**config.mk**
```make
export PLATFORM = sky130hd
export DESIGN_NAME = dds_sweep_ctrl
export DESIGN_NICKNAME = d
export VERILOG_FILES = /design/src/rtl/dds_ctrl_pkg.sv /design/src/rtl/dds_settle_timer.sv /design/src/rtl/dds_sweep_ctrl.sv
export SDC_FILE = /design/constraint.sdc
export NUM_CORES = 1
export LEC_CHECK = 0
export BUFFER_PORTS_ARGS = -buffer_cell sky130_fd_sc_hd__buf_4
export CAP_MARGIN = 0
export CORE_UTILIZATION = 35
export CTS_CLUSTER_SIZE = 14
export DETAILED_ROUTE_END_ITERATION = 7
export PLACE_DENSITY_LB_ADDON = 0.15
export SLEW_MARGIN = 15
export SYNTH_ARGS = -nofsm -noshare
export SYNTH_HDL_FRONTEND = slang
export SYNTH_SLANG_ARGS = --single-unit
```
**constraint.sdc**
```tcl
create_clock -name clk -period 3.3 [get_ports clk]
set_clock_uncertainty 0.15 [all_clocks]
set_input_delay 0.495 -clock clk [delete_from_list [all_inputs] [get_ports clk]]
set_output_delay 0.495 -clock clk [all_outputs]
set_load 0.05 [all_outputs]
```
**src/rtl/dds_ctrl_pkg.sv**
```systemverilog
// Shared types and defaults for the DDS sweep controller.
package dds_ctrl_pkg;

    localparam int unsigned DDS_FWORD_W  = 32;
    localparam int unsigned DDS_STEP_W   = 16;
    localparam int unsigned DDS_SETTLE_W = 32;

    // Frequency word presented to the DDS while no sweep has been loaded
    localparam logic [DDS_FWORD_W-1:0] DDS_RST_FWORD = '0;

    typedef enum logic [1:0] {
        IDLE   = 2'd0,
        LOAD   = 2'd1,
        SETTLE = 2'd2,
        MEAS   = 2'd3
    } sweep_state_e;

endpackage

```
**src/rtl/dds_settle_timer.sv**
```systemverilog
// Loadable down-counter; cnt_zero is registered and reflects the count held this cycle.
module dds_settle_timer
    import dds_ctrl_pkg::*;
#(
    parameter int unsigned SETTLE_W = DDS_SETTLE_W
) (
    input  logic                clk,
    input  logic                rst,
    input  logic                load,
    input  logic [SETTLE_W-1:0] load_val,
    input  logic                en,
    output logic                cnt_zero
);

    logic [SETTLE_W-1:0] cnt;
    logic [SETTLE_W-1:0] cnt_d;

    always_comb begin
        cnt_d = cnt;
        if (load) begin
            cnt_d = load_val;
        end else if (en && (cnt != '0)) begin
            cnt_d = cnt - SETTLE_W'(1);
        end
    end

    always_ff @(posedge clk) begin
        if (rst) begin
            cnt      <= '0;
            cnt_zero <= 1'b1;
        end else begin
            cnt      <= cnt_d;
            cnt_zero <= (cnt_d == '0);
        end
    end

endmodule

```
**src/rtl/dds_sweep_ctrl.sv**
```systemverilog
// Frequency-sweep sequencer: writes each DDS frequency word, waits for settling,
// then requests one measurement per point.
module dds_sweep_ctrl
    import dds_ctrl_pkg::*;
#(
    parameter int unsigned FWORD_W  = DDS_FWORD_W,
    parameter int unsigned STEP_W   = DDS_STEP_W,
    parameter int unsigned SETTLE_W = DDS_SETTLE_W
) (
    input  logic                clk,
    input  logic                rst,
    input  logic                start,
    input  logic                abort,
    input  logic [FWORD_W-1:0]  start_fword,
    input  logic [FWORD_W-1:0]  step_fword,
    input  logic [STEP_W-1:0]   num_steps,
    input  logic [SETTLE_W-1:0] settle_cycles,
    output logic                param_wen,
    output logic [FWORD_W-1:0]  phase_fword,
    output logic                meas_req,
    input  logic                meas_ack,
    output logic [STEP_W-1:0]   step_idx,
    output logic                busy,
    output logic                done
);

    sweep_state_e        state;
    sweep_state_e        state_d;

    // Configuration captured when a sweep is accepted
    logic [FWORD_W-1:0]  step_r;
    logic [STEP_W-1:0]   num_r;
    logic [SETTLE_W-1:0] settle_r;
    logic                cfg_we;

    logic                param_wen_d;
    logic [FWORD_W-1:0]  phase_fword_d;
    logic [STEP_W-1:0]   step_idx_d;
    logic                done_d;

    logic                tmr_load;
    logic                tmr_en;
    logic                tmr_zero;

    dds_settle_timer #(
        .SETTLE_W (SETTLE_W)
    ) u_settle_timer (
        .clk      (clk),
        .rst      (rst),
        .load     (tmr_load),
        .load_val (settle_r),
        .en       (tmr_en),
        .cnt_zero (tmr_zero)
    );

    // phase_fword doubles as the current sweep word; it only moves on a DDS write
    always_comb begin
        state_d       = state;
        cfg_we        = 1'b0;
        param_wen_d   = 1'b0;
        phase_fword_d = phase_fword;
        step_idx_d    = step_idx;
        done_d        = 1'b0;
        tmr_load      = 1'b0;
        tmr_en        = 1'b0;

        if (abort && (state != IDLE)) begin
            state_d = IDLE;
        end else begin
            case (state)
                IDLE: begin
                    if (start && !abort) begin
                        if (num_steps != '0) begin
                            cfg_we        = 1'b1;
                            state_d       = LOAD;
                            param_wen_d   = 1'b1;
                            phase_fword_d = start_fword;
                            step_idx_d    = '0;
                        end else begin
                            done_d = 1'b1;
                        end
                    end
                end
                LOAD: begin
                    tmr_load = 1'b1;
                    state_d  = SETTLE;
                end
                SETTLE: begin
                    if (tmr_zero) begin
                        state_d = MEAS;
                    end else begin
                        tmr_en = 1'b1;
                    end
                end
                MEAS: begin
                    if (meas_ack) begin
                        if (step_idx == (num_r - STEP_W'(1))) begin
                            state_d = IDLE;
                            done_d  = 1'b1;
                        end else begin
                            state_d       = LOAD;
                            param_wen_d   = 1'b1;
                            step_idx_d    = step_idx + STEP_W'(1);
                            phase_fword_d = phase_fword + step_r;
                        end
                    end
                end
                default: state_d = IDLE;
            endcase
        end
    end

    always_ff @(posedge clk) begin
        if (rst) begin
            state       <= IDLE;
            step_r      <= '0;
            num_r       <= '0;
            settle_r    <= '0;
            param_wen   <= 1'b0;
            phase_fword <= FWORD_W'(DDS_RST_FWORD);
            meas_req    <= 1'b0;
            step_idx    <= '0;
            busy        <= 1'b0;
            done        <= 1'b0;
        end else begin
            state       <= state_d;
            if (cfg_we) begin
                step_r   <= step_fword;
                num_r    <= num_steps;
                settle_r <= settle_cycles;
            end
            param_wen   <= param_wen_d;
            phase_fword <= phase_fword_d;
            meas_req    <= (state_d == MEAS);
            step_idx    <= step_idx_d;
            busy        <= (state_d != IDLE);
            done        <= done_d;
        end
    end

endmodule

```
==> impl_metrics.xml <==
<?xml version="1.0" encoding="UTF-8"?>
<metrics>
  <group name="outcome">
    <metric name="outcome" unit="">finished, violations left</metric>
    <metric name="violations_in_the_final_reports" unit="">setup timing</metric>
  </group>
  <group name="worst_setup_path">
    <metric name="cp_data_arrival_time" unit="ps">3730</metric>
    <metric name="timing.reg2reg.worst_path_depth" unit="">12</metric>
    <metric name="required" unit="ps">3520</metric>
    <metric name="critical_path.startpoint_type" unit="">flip-flop</metric>
    <metric name="rrSetupSlack" unit="ps">-210</metric>
    <metric name="worstSetupEndpointType" unit="">flip-flop</metric>
    <metric name="timing.critical_path.fanout_max" unit="">4</metric>
    <metric name="timing_worst_setup_path_type" unit="">reg -&gt; reg</metric>
  </group>
  <group name="route">
    <metric name="detail_route.wl_per_cell" unit="um">16.1</metric>
    <metric name="drt-vias-per-instance" unit="">5.17</metric>
    <metric name="drt_pass1_iterations" unit="">5</metric>
    <metric name="first_iter_violations" unit="">500</metric>
    <metric name="detailroute.via_count" unit="">9087</metric>
    <metric name="detailed_route_drc_error_count" unit="">0</metric>
    <metric name="route.antenna.remaining_nets" unit="">0</metric>
    <metric name="wl" unit="um">28300</metric>
  </group>
  <group name="cts">
    <metric name="numClockSinks" unit="">167</metric>
    <metric name="hold_buffers" unit="">0</metric>
    <metric name="clock_latency_late_sink" unit="ps">440</metric>
    <metric name="cts-root-to-sink-buffers" unit="">2</metric>
    <metric name="h-tree-depth" unit="">4</metric>
    <metric name="clk_pin_slew_worst_setup_hold_paths" unit="ps">70</metric>
    <metric name="clock-root-buffer" unit="">sky130_fd_sc_hd__clkbuf_16</metric>
    <metric name="cts_buffers" unit="">17</metric>
    <metric name="tritoncts_clock_tree" unit="">yes</metric>
  </group>
  <group name="placed_design">
    <metric name="io_buffers" unit="">168</metric>
    <metric name="dp.final_hpwl" unit="um">20300</metric>
    <metric name="placed_cells_incl_taps" unit="">1712</metric>
    <metric name="dp_worst_setup_slack" unit="ps">-296</metric>
    <metric name="place_congestion" unit="">0.853</metric>
  </group>
  <group name="sta">
    <metric name="unrepaired_setup_endpoints_after_global_routing" unit="">true</metric>
    <metric name="final-setup-viol-count" unit="">1</metric>
    <metric name="min_period" unit="ps">3510</metric>
    <metric name="hold_viol_final" unit="">0</metric>
    <metric name="timing_max_transition_violations_final" unit="">0</metric>
    <metric name="hold_slack" unit="ps">147</metric>
    <metric name="maximum_frequency_from_static_timing_analysis" unit="GHz">0.285</metric>
    <metric name="layout_worst_path_cycle_share" unit="%">106</metric>
    <metric name="fin_ws" unit="ps">-209</metric>
    <metric name="tightestPinTransition" unit="ps">1070</metric>
    <metric name="slew_headroom" unit="%">28.3</metric>
  </group>
  <group name="synth">
    <metric name="synth_enable_flop_cells" unit="">0</metric>
    <metric name="synth.top_cell.area_share" unit="%">36.1</metric>
    <metric name="synth.yosys.seq_area_share" unit="%">36.1</metric>
    <metric name="count_of_mapped_cells_out_of_synthesis" unit="">1193</metric>
    <metric name="synth-async-reset-ratio" unit="%">0</metric>
    <metric name="synth_area_leader_cell" unit="">sky130_fd_sc_hd__dfxtp_1</metric>
    <metric name="mappedNetlistNets" unit="">1350</metric>
    <metric name="synth.ff_latch_count" unit="">167</metric>
    <metric name="yosys.cell_types.count" unit="">56</metric>
    <metric name="synth_warnings" unit="">0</metric>
    <metric name="synthesis.area_per_instance" unit="um2">7.76</metric>
    <metric name="ys_top_cells_by_area" unit="">sky130_fd_sc_hd__dfxtp_1, sky130_fd_sc_hd__nand2_1, sky130_fd_sc_hd__a21oi_1</metric>
    <metric name="synth_top_flop_cell" unit="">sky130_fd_sc_hd__dfxtp_1</metric>
    <metric name="mappedNetlistArea" unit="um2">9260</metric>
  </group>
  <group name="finish">
    <metric name="finish.net_count" unit="">1566</metric>
    <metric name="sequential_cell_area" unit="um2">3350</metric>
    <metric name="drive_gt1_share" unit="%">24.7</metric>
    <metric name="flow.area_growth_from_synthesis" unit="%">33.8</metric>
    <metric name="finish.cell_count_without_fillers" unit="">1757</metric>
    <metric name="multi_input_comb_area" unit="um2">5810</metric>
    <metric name="fillerInstances" unit="">2624</metric>
    <metric name="n_antenna_cell" unit="">0</metric>
  </group>
  <group name="floorplanning">
    <metric name="initial_standard_cell_utilization_of_the_core" unit="%">35.6</metric>
    <metric name="core_area" unit="um2">26000</metric>
    <metric name="core.rowCount" unit="">59</metric>
    <metric name="die_area" unit="um2">27100</metric>
    <metric name="die_w" unit="um">165</metric>
    <metric name="die_y" unit="um">165</metric>
    <metric name="io-pin-count" unit="">169</metric>
  </group>
  <group name="min_path">
    <metric name="hold-path-cell-count" unit="">3</metric>
    <metric name="hold_path.class" unit="">in -&gt; reg</metric>
  </group>
  <group name="grt">
    <metric name="first_global_vias" unit="">8452</metric>
    <metric name="antenna_violations_before_repair" unit="">0</metric>
    <metric name="grt_first_pass_wirelength" unit="um">44100</metric>
    <metric name="grt_overflow" unit="">0</metric>
    <metric name="globalRouteTotalUtil" unit="%">20.6</metric>
    <metric name="pin_count_of_the_biggest_net_entering_global_routing" unit="">68</metric>
  </group>
  <group name="pwr">
    <metric name="power_density" unit="nW/um2">652</metric>
    <metric name="static_leakage" unit="nW">5.19</metric>
    <metric name="peakVddDrop" unit="uV">294</metric>
  </group>
  <group name="flow_run">
    <metric name="cap_violations" unit="">0</metric>
  </group>
</metrics>
-- metrics by stage --
stage / setup TNS, ps / total power [mW] / util [%] / cell area [um2]
floorplan: -137 / 4.47 / - / 9320
global placement: -196 / 5.57 / 44.0 / 11400
detailed placement: -333 / 5.58 / 44.0 / 11400
CTS: -177 / 7.89 / 46.8 / 12200
global route: -393 / 8.54 / 47.7 / 12400
finish: -209 / 8.08 / 47.7 / 12400
-- cell usage in the layout, fill, tap and decap left out, types with 4 or more instances in the layout --
master	synthesis	layout
sky130_fd_sc_hd__xor2_1	36	34
sky130_fd_sc_hd__mux2i_1	25	25
sky130_fd_sc_hd__nand2_1	210	209
sky130_fd_sc_hd__dfxtp_1	167	162
sky130_fd_sc_hd__ha_1	39	37
sky130_fd_sc_hd__o22ai_1	4	4
sky130_fd_sc_hd__inv_1	25	24
sky130_fd_sc_hd__o211ai_1	7	7
sky130_fd_sc_hd__nand3_1	14	14
sky130_fd_sc_hd__nand4b_1	4	4
sky130_fd_sc_hd__nand2b_1	12	11
sky130_fd_sc_hd__or4_1	11	6
sky130_fd_sc_hd__o21a_1	13	13
sky130_fd_sc_hd__nor4_1	25	23
sky130_fd_sc_hd__buf_4	2	255
sky130_fd_sc_hd__or3_1	6	4
sky130_fd_sc_hd__xnor2_1	48	47
sky130_fd_sc_hd__nor2_1	116	112
sky130_fd_sc_hd__a31oi_1	10	8
sky130_fd_sc_hd__or2_2	4	4
sky130_fd_sc_hd__o31ai_1	5	4
sky130_fd_sc_hd__a21oi_1	128	126
sky130_fd_sc_hd__a211oi_1	43	42
sky130_fd_sc_hd__and2_1	5	4
sky130_fd_sc_hd__and3_1	5	5
sky130_fd_sc_hd__nor2b_1	22	20
sky130_fd_sc_hd__o21bai_1	7	7
sky130_fd_sc_hd__buf_12	0	5
sky130_fd_sc_hd__a21o_1	19	19
sky130_fd_sc_hd__or4_4	0	5
sky130_fd_sc_hd__clkbuf_16	0	18
sky130_fd_sc_hd__o21ai_0	35	34
sky130_fd_sc_hd__nor3_1	31	27
sky130_fd_sc_hd__nand4_1	15	15
sky130_fd_sc_hd__clkinv_4	0	5
-- Yosys cell counts, types with 2 or more instances --
| master | instances |
|---|---|
| sky130_fd_sc_hd__buf_4 | 2 |
| sky130_fd_sc_hd__xor2_1 | 36 |
| sky130_fd_sc_hd__a21oi_1 | 128 |
| sky130_fd_sc_hd__xnor2_1 | 48 |
| sky130_fd_sc_hd__clkbuf_1 | 62 |
| sky130_fd_sc_hd__nand4b_1 | 4 |
| sky130_fd_sc_hd__o32a_1 | 3 |
| sky130_fd_sc_hd__o211ai_1 | 7 |
| sky130_fd_sc_hd__a211oi_1 | 43 |
| sky130_fd_sc_hd__a311oi_1 | 4 |
| sky130_fd_sc_hd__nand2b_1 | 12 |
| sky130_fd_sc_hd__or3_1 | 6 |
| sky130_fd_sc_hd__nand2_1 | 210 |
| sky130_fd_sc_hd__nand4_1 | 15 |
| sky130_fd_sc_hd__or4_1 | 11 |
| sky130_fd_sc_hd__nand3_1 | 14 |
| sky130_fd_sc_hd__nor2_1 | 116 |
| sky130_fd_sc_hd__o31ai_1 | 5 |
| sky130_fd_sc_hd__buf_1 | 2 |
| sky130_fd_sc_hd__o22ai_1 | 4 |
| sky130_fd_sc_hd__and2_1 | 5 |
| sky130_fd_sc_hd__dfxtp_1 | 167 |
| sky130_fd_sc_hd__nor3_1 | 31 |
| sky130_fd_sc_hd__a31oi_1 | 10 |
| sky130_fd_sc_hd__o41ai_1 | 5 |
| sky130_fd_sc_hd__o21ai_0 | 35 |
| sky130_fd_sc_hd__a21o_1 | 19 |
| sky130_fd_sc_hd__o21bai_1 | 7 |
| sky130_fd_sc_hd__or2_2 | 4 |
| sky130_fd_sc_hd__inv_1 | 25 |
| sky130_fd_sc_hd__nor2b_1 | 22 |
| sky130_fd_sc_hd__nor4_1 | 25 |
| sky130_fd_sc_hd__and3_1 | 5 |
| sky130_fd_sc_hd__o21a_1 | 13 |
| sky130_fd_sc_hd__ha_1 | 39 |
| sky130_fd_sc_hd__and4_1 | 2 |
| sky130_fd_sc_hd__nor3b_1 | 2 |
| sky130_fd_sc_hd__mux2i_1 | 25 |
| sky130_fd_sc_hd__a2111oi_0 | 3 |
-- power breakdown --
group          internal, mW  switching [mW]  leakage [nW]
Sequential             2.28           0.217          1.37
Combinational          1.48            1.91          3.51
Clock                  1.26           0.942         0.313
Total                  5.02            3.07          5.19
-- flip-flops by register name (all words and copies together) (netlist names) --
| signal | cells |
|---|---|
| phase_fword | 32 |
| meas_req | 1 |
| state | 2 |
| busy | 1 |
| param_wen | 1 |
| u_settle_timer.cnt_zero | 1 |
| step_idx | 16 |
| step_r | 32 |
| u_settle_timer.cnt | 32 |
| done | 1 |
| settle_r | 32 |
| num_r | 16 |
-- routing by layer --
layer	vias to the layer above	track usage [%]	wire, um
met4	0	4.96	289
met3	24	3.24	1220
met5	-	0	0
met1	4216	28.9	13900
met2	211	32.9	12900
li1	4636	-	-
-- critical path, cell delays in order, from the launching register on --
cell and delay, ps:
sky130_fd_sc_hd__dfxtp_2 320, sky130_fd_sc_hd__or4_4 530, sky130_fd_sc_hd__or3_4 420, sky130_fd_sc_hd__or2_4 280, sky130_fd_sc_hd__buf_6 130, sky130_fd_sc_hd__buf_6 110
sky130_fd_sc_hd__nand2b_4 150, sky130_fd_sc_hd__nor2_4 120, sky130_fd_sc_hd__xor2_2 80, sky130_fd_sc_hd__o32a_1 160, sky130_fd_sc_hd__or4_4 560, sky130_fd_sc_hd__nor4_4 230
sky130_fd_sc_hd__a41o_1 200
-- cell type report --
| cell class | count | share of cell area (%) |
|---|---|---|
| multi-input cells | 933 | 46.9 |
| flip-flops and latches | 167 | 27.1 |
| repair buffers | 264 | 16.7 |
| clock buffers | 19 | 3.65 |
| well taps | 335 | 3.38 |
| clock inverters | 13 | 1.51 |
| inverters | 26 | 0.787 |
-- cells by family after synthesis --
kind of cell,share of synthesized area (%)
multiplexers,2.82
AO/OA/AOI/OAI,19.6
flip-flops,36.1
buffers and inverters,3.86
AND/OR/NAND/NOR,24.2
adder cells (fa/ha/maj),5.48
XOR/XNOR,7.94
-- final timing paths --
check	from	endpoint
max reg2reg	u_settle_timer.cnt[9]	u_settle_timer.cnt_zero
max	u_settle_timer.cnt[9]	u_settle_timer.cnt_zero
min	settle_cycles[16]	settle_r[16]
min reg2reg	settle_r[14]	settle_r[14]
-- timing repair --
action	in CTS	in global routing
setup buffers	4	8
setup endpoints to repair	4	46
cloned	0	1
pin swaps	6	19
gates resized for setup	11	33
Note: power is estimated with default switching activity, not from simulation.
